--- src/rtl/axicb_round_robin_prio_if.sv ---
// Request/grant bundle between the arbiter and its requesters/downstream channel.
// lock_release is the downstream "locked transfer complete" strobe.
interface axicb_round_robin_prio_if #(
    parameter int REQ_NB = 4,
    parameter int PRIO_W = 2,
    parameter int ID_W   = $clog2(REQ_NB)
);
    logic                     en;
    logic [REQ_NB-1:0]        req;
    logic [REQ_NB*PRIO_W-1:0] prio;
    logic                     lock_release;
    logic [REQ_NB-1:0]        grant;
    logic [ID_W-1:0]          grant_id;
    logic                     grant_valid;
    logic                     busy;

    modport master (
        output en, req, prio, lock_release,
        input  grant, grant_id, grant_valid, busy
    );

    modport slave (
        input  en, req, prio, lock_release,
        output grant, grant_id, grant_valid, busy
    );
endinterface

--- src/rtl/axicb_round_robin_prio.sv ---
// Round-robin arbiter with 2^PRIO_W priority layers, a rotating mask per layer,
// and an optional grant lock held until the downstream channel releases it.
//
// state     | meaning
// ----------+-----------------------------------------------------------
// ST_IDLE   | combinational arbitration; accepted grants rotate the mask
// ST_LOCKED | grant frozen at r_grant_q until lock_release (LOCK=1 only)
module axicb_round_robin_prio #(
    parameter int REQ_NB = 4,
    parameter int PRIO_W = 2,
    parameter bit LOCK   = 1'b1,
    parameter int ID_W   = $clog2(REQ_NB)
) (
    input  logic aclk,
    input  logic aresetn,
    input  logic i_srst,
    axicb_round_robin_prio_if.slave bus
);
    localparam int PRIO_NB = 1 << PRIO_W;

    typedef enum logic {
        ST_IDLE   = 1'b0,
        ST_LOCKED = 1'b1
    } state_t;

    state_t            r_state;
    state_t            w_state_nxt;
    logic [REQ_NB-1:0] r_mask [PRIO_NB];
    logic [REQ_NB-1:0] r_grant_q;
    logic [REQ_NB-1:0] w_grant_q_nxt;

    logic [PRIO_W-1:0] w_lmax;
    logic [REQ_NB-1:0] w_lvl_req;
    logic [REQ_NB-1:0] w_masked;
    logic [REQ_NB-1:0] w_arb_grant;
    logic [ID_W-1:0]   w_arb_id;
    logic              w_arb_valid;
    logic [REQ_NB-1:0] w_mask_nxt;
    logic              w_mask_upd;
    logic [REQ_NB-1:0] w_grant;
    logic [ID_W-1:0]   w_grant_id;

    always_comb begin : arbitrate
        w_lmax = '0;
        for (int i = 0; i < REQ_NB; i++) begin
            if (bus.req[i] && (bus.prio[i*PRIO_W +: PRIO_W] > w_lmax))
                w_lmax = bus.prio[i*PRIO_W +: PRIO_W];
        end

        w_lvl_req = '0;
        for (int i = 0; i < REQ_NB; i++)
            w_lvl_req[i] = bus.req[i] && (bus.prio[i*PRIO_W +: PRIO_W] == w_lmax);

        w_masked = w_lvl_req & r_mask[w_lmax];

        // Scan downwards so the lowest qualifying index is the last one written.
        w_arb_grant = '0;
        w_arb_id    = '0;
        for (int i = REQ_NB - 1; i >= 0; i--) begin
            if ((w_masked != '0) ? w_masked[i] : w_lvl_req[i]) begin
                w_arb_grant    = '0;
                w_arb_grant[i] = 1'b1;
                w_arb_id       = ID_W'(i);
            end
        end
        w_arb_valid = |w_arb_grant;

        w_mask_nxt = '0;
        for (int j = 0; j < REQ_NB; j++)
            w_mask_nxt[j] = (j > int'(w_arb_id)) || (int'(w_arb_id) == REQ_NB - 1);
    end

    always_comb begin : fsm_next
        w_state_nxt   = r_state;
        w_grant_q_nxt = r_grant_q;
        w_mask_upd    = 1'b0;
        unique case (r_state)
            ST_IDLE: begin
                if (bus.en && w_arb_valid) begin
                    w_mask_upd = 1'b1;
                    if (LOCK) begin
                        w_state_nxt   = ST_LOCKED;
                        w_grant_q_nxt = w_arb_grant;
                    end
                end
            end
            ST_LOCKED: begin
                if (bus.lock_release) begin
                    w_state_nxt   = ST_IDLE;
                    w_grant_q_nxt = '0;
                end
            end
            default: begin
                w_state_nxt   = ST_IDLE;
                w_grant_q_nxt = '0;
            end
        endcase
    end

    always_ff @(posedge aclk or negedge aresetn) begin : fsm_reg
        if (!aresetn) begin
            r_state   <= ST_IDLE;
            r_grant_q <= '0;
        end else if (i_srst) begin
            r_state   <= ST_IDLE;
            r_grant_q <= '0;
        end else begin
            r_state   <= w_state_nxt;
            r_grant_q <= w_grant_q_nxt;
        end
    end

    always_ff @(posedge aclk or negedge aresetn) begin : mask_reg
        if (!aresetn) begin
            for (int l = 0; l < PRIO_NB; l++)
                r_mask[l] <= '1;
        end else if (i_srst) begin
            for (int l = 0; l < PRIO_NB; l++)
                r_mask[l] <= '1;
        end else if (w_mask_upd) begin
            r_mask[w_lmax] <= w_mask_nxt;
        end
    end

    assign w_grant = (r_state == ST_LOCKED) ? r_grant_q : w_arb_grant;

    always_comb begin : encode_id
        w_grant_id = '0;
        for (int i = 0; i < REQ_NB; i++)
            if (w_grant[i]) w_grant_id = ID_W'(i);
    end

    assign bus.grant       = w_grant;
    assign bus.grant_id    = w_grant_id;
    assign bus.grant_valid = |w_grant;
    assign bus.busy        = LOCK && (r_state == ST_LOCKED);
endmodule

--- src/flat_wrapper.sv ---
// flat-port wrapper written by rule: the top's interface ports become plain ports
module axicb_round_robin_prio_flat 
#(
    parameter int REQ_NB = 4,
    parameter int PRIO_W = 2,
    parameter bit LOCK   = 1'b1,
    parameter int ID_W   = $clog2(REQ_NB)
)
  (aclk, aresetn, i_srst, bus_en, bus_req, bus_prio, bus_lock_release, bus_grant, bus_grant_id, bus_grant_valid, bus_busy);
  axicb_round_robin_prio_if #(.REQ_NB(REQ_NB), .PRIO_W(PRIO_W), .ID_W(ID_W)) bus_i ();
  input  logic aclk;
  input  logic aresetn;
  input  logic i_srst;
  input wire logic [$bits(bus_i.en)-1:0] bus_en;
  input wire logic [$bits(bus_i.req)-1:0] bus_req;
  input wire logic [$bits(bus_i.prio)-1:0] bus_prio;
  input wire logic [$bits(bus_i.lock_release)-1:0] bus_lock_release;
  output wire logic [$bits(bus_i.grant)-1:0] bus_grant;
  output wire logic [$bits(bus_i.grant_id)-1:0] bus_grant_id;
  output wire logic [$bits(bus_i.grant_valid)-1:0] bus_grant_valid;
  output wire logic [$bits(bus_i.busy)-1:0] bus_busy;
  assign bus_i.en = bus_en;
  assign bus_i.req = bus_req;
  assign bus_i.prio = bus_prio;
  assign bus_i.lock_release = bus_lock_release;
  assign bus_grant = bus_i.grant;
  assign bus_grant_id = bus_i.grant_id;
  assign bus_grant_valid = bus_i.grant_valid;
  assign bus_busy = bus_i.busy;
  axicb_round_robin_prio #(.REQ_NB(REQ_NB), .PRIO_W(PRIO_W), .LOCK(LOCK), .ID_W(ID_W)) u_core (.aclk(aclk), .aresetn(aresetn), .i_srst(i_srst), .bus(bus_i));
endmodule
--- config.mk ---
export PLATFORM = sky130hd
export DESIGN_NAME = axicb_round_robin_prio_flat
export DESIGN_NICKNAME = d
export VERILOG_FILES = /design/src/rtl/axicb_round_robin_prio_if.sv /design/src/rtl/axicb_round_robin_prio.sv /design/src/flat_wrapper.sv
export SDC_FILE = /design/constraint.sdc
export NUM_CORES = 1
export LEC_CHECK = 0
export ABC_AREA = 1
export BUFFER_PORTS_ARGS = -buffer_cell sky130_fd_sc_hd__buf_2
export CAP_MARGIN = 5
export CELL_PAD_IN_SITES_DETAIL_PLACEMENT = 0
export CELL_PAD_IN_SITES_GLOBAL_PLACEMENT = 2
export CORE_UTILIZATION = 34
export DETAILED_ROUTE_END_ITERATION = 12
export GPL_ROUTABILITY_DRIVEN = 0
export PLACE_DENSITY_LB_ADDON = 0.1
export SLEW_MARGIN = 20
export SYNTH_ARGS = -nofsm -noshare
export SYNTH_HDL_FRONTEND = slang
export SYNTH_SLANG_ARGS = --single-unit
--- constraint.sdc ---
create_clock -name aclk -period 9.5 [get_ports aclk]
set_input_delay 0.95 -clock aclk [delete_from_list [all_inputs] [get_ports aclk]]
set_output_delay 0.95 -clock aclk [all_outputs]
set_load 0.05 [all_outputs]
==> qor.yml <==
global_route:
  grt_first_pass_wirelength_um: 8231
  antenna_found_initial: 0
  grt_pass1_vias: 1755
  grt_use_total_pct: 17.39
  grt_overflow_total: 0
  grt_max_degree: 36
hold_path:
  min_from: "u_core.r_mask[4]$_DFFE_PN1P_"
  hold_path_end: "u_core.r_mask[4]$_DFFE_PN1P_"
  hold_class: "flop to flop"
  worstHoldPathCells: 2
final_layout:
  mostFrequentLayoutCells: "nand2_1 (103), nand3_1 (46), inv_1 (31), buf_2 (24), dfstp_2 (16)"
  area_growth_syn_to_layout_pct: 11.62
  nets: 339
  antenna_cells: 0
  layout_commonest_cell: "nand2_1"
  drive_above_1_share_pct: 23.89
  final_cell_area_um2: 2140
power:
  irDropWorstVdd_mv: 0.1465
  p_leak_nw: 1.167
  combPwrFrac_pct: 56.8
  pwr-share-seq_pct: 30.1
  swShare_pct: 50.55
  clkPwrFrac_pct: 13.1
  power_density_nw_per_um2: 208.6
  internal_power_mw: 0.2207
  power.switching_mw: 0.2256
synth:
  synth_area_per_cell_um2: 6.587
  netlist_area_um2: 1917
  synth-seq-cells: 21
  ys_types: 31
  yosysSeqAreaShare_pct: 28.46
  synthCells: 291
  yosys_warnings: 0
  syn_nets: 315
floorplanning:
  core-area_um2: 5270
  start_util_pct: 36.37
  die_x_um: 77.09
  pin_count: 25
  die_height_um: 77.09
  rows: 26
  dieArea_um2: 5942
setup_path:
  reg2reg_depth: 15
  endpoint_kind: "primary output"
  cp_slowest_cell: "ha_1"
  arrival_ns: 5.68
  r2r_start: "u_core.r_mask[4]$_DFFE_PN1P_"
  critPathRequiredTime_ns: 8.55
  max_stage_delay_ns: 0.29
  rrSetupSlack_ns: 7.17
  crit_type: "input port to primary output"
  cp-startpoint: "bus_prio[1]"
  reg2reg_to: "u_core.r_mask[9]$_DFFE_PN1P_"
  worstPathMaxFanout: 10
  crit_path_frequent_cell: "nand2_1"
  start_kind: "input port"
routing:
  first_pass_iters: 4
  routedWlPerCell_um: 12.28
  vias_per_cell: 4.727
  ant_nets: 0
  routed_wl_um: 4717
  drt_iter0_drc: 78
  drc: 0
  dr_total_vias: 1815
clock_tree:
  worst_skew_pair.late_latency_ns: 0.26
  tritoncts: "yes"
  cts.repair.resized: 0
  post_cts_buffers: 0
  cts.sink_count: 21
  clk_pin_slew_worst_paths_ns: 0.07
  clockRootBuffer: "clkbuf_8"
  cts_hold_buf: 0
  cts_buffers: 3
  cts.path.max_buffers: 2
  htree_levels: 1
sta:
  hold_viol_final: 0
  tightest_slew_ns: 0.9068
  min_period_ns: 6.632
  rsz0062_at_grt: "false"
  fin_ws_ns: 2.868
  skew_ns: 0.003880
  tns_ns: 0
  fmax_mhz: 150.8
  fin_crit_sh_pct: 69.81
  setup_viol: 0
  max_slew_margin_pct: 39.17
  drv_slew: 0
outcome:
  status: "completed"
placed_design:
  dpl-instance-area_um2: 2095
  dp_hpwl_um: 3727
  portBuffers: 24
  place_ws_ns: 2.837
flow_run:
  max-cap-violations: 0
==> power groups by stage <==
stage                     Clock, mW  Sequential [mW]  Combinational, mW
after floorplan                   0            0.131              0.202
after global placement            0            0.136              0.257
after detailed placement          0            0.136              0.256
after CTS                    0.0619            0.135              0.256
after global routing         0.0671            0.137              0.288
final                        0.0586            0.134              0.253
==> synthesized netlist by cell type, drive strengths merged <==
cell type	count	area, um^2
nand3b	4	30.03
nor3	2	10.01
nand3	51	295.3
nor3b	1	12.51
a21oi	10	53.80
buf	3	22.52
inv	33	128.9
ha	7	87.58
dfstp	16	420.4
nor2	18	87.58
clkinv	1	3.750
o21ai	14	73.82
nand4	4	25.02
dfrtp	5	125.1
a21boi	1	7.510
clkbuf	2	7.510
nand2	119	525.5
==> per-layer routing <==
layer	track usage (%)	part of all wire, %	vias up
met1	24.31	53	804
li1	-	-	984
met4	2.830	0.30	0
met5	0	0	-
met2	28.66	44	25
met3	2.500	2.7	2
==> per-stage QoR <==
stage               hold WS, ns  std cells  util (%)  total power, mW
floorplan                0.4668        291         -           0.3332
global placement         0.4768        380     39.74           0.3934
detailed placement       0.4810        380     39.74           0.3919
CTS                      0.4952        384     40.60           0.4533
global route             0.5185        384     40.60           0.4920
finish                   0.4951        384     40.60           0.4462
==> cell type report <==
type                       count  area, um^2
tap                           70       87.58
sequential                    21       545.5
multi-input combinational    231        1209
inverter                      34       132.6
timing repair buffer          24       120.1
clock buffer                   4       45.04
fill                         602        3131
==> sequential cells by signal, summed over array words and instances, names as in the netlist <==
register and flops:
u_core.bus.busy 1, u_core.r_grant_q 4, u_core.r_mask 16
==> critical path: cells and delay by family <==
family                   cells  cell delay (ns)
AND/OR/NAND/NOR             24             2.42
AO/OA/AOI/OAI                5             0.75
buffers and inverters        6             0.74
adder cells (fa/ha/maj)      3             0.83
==> worst max path at each step <==
stage / depth (start not counted) / slack [ns] / endpoint
after floorplan: 36 / 2.79 / bus_grant_valid
after global routing: 38 / 2.28 / bus_grant_id[0]
after detailed placement: 38 / 2.84 / bus_grant_valid
final: 38 / 2.87 / bus_grant_valid
after CTS: 38 / 2.82 / bus_grant_valid
after global placement: 38 / 2.83 / bus_grant_valid
==> cells by family (layout without fill, tap and decap cells) <==
group / count (synthesis) / count (layout) / share of synthesized area, %
AND/OR/NAND/NOR: 199 / 199 / 51.44
AO/OA/AOI/OAI: 25 / 25 / 7.050
buffers and inverters: 39 / 62 / 8.485
flip-flops: 21 / 21 / 28.46
adder cells (fa/ha/maj): 7 / 7 / 4.569
Power figures use the tool's default switching activity.
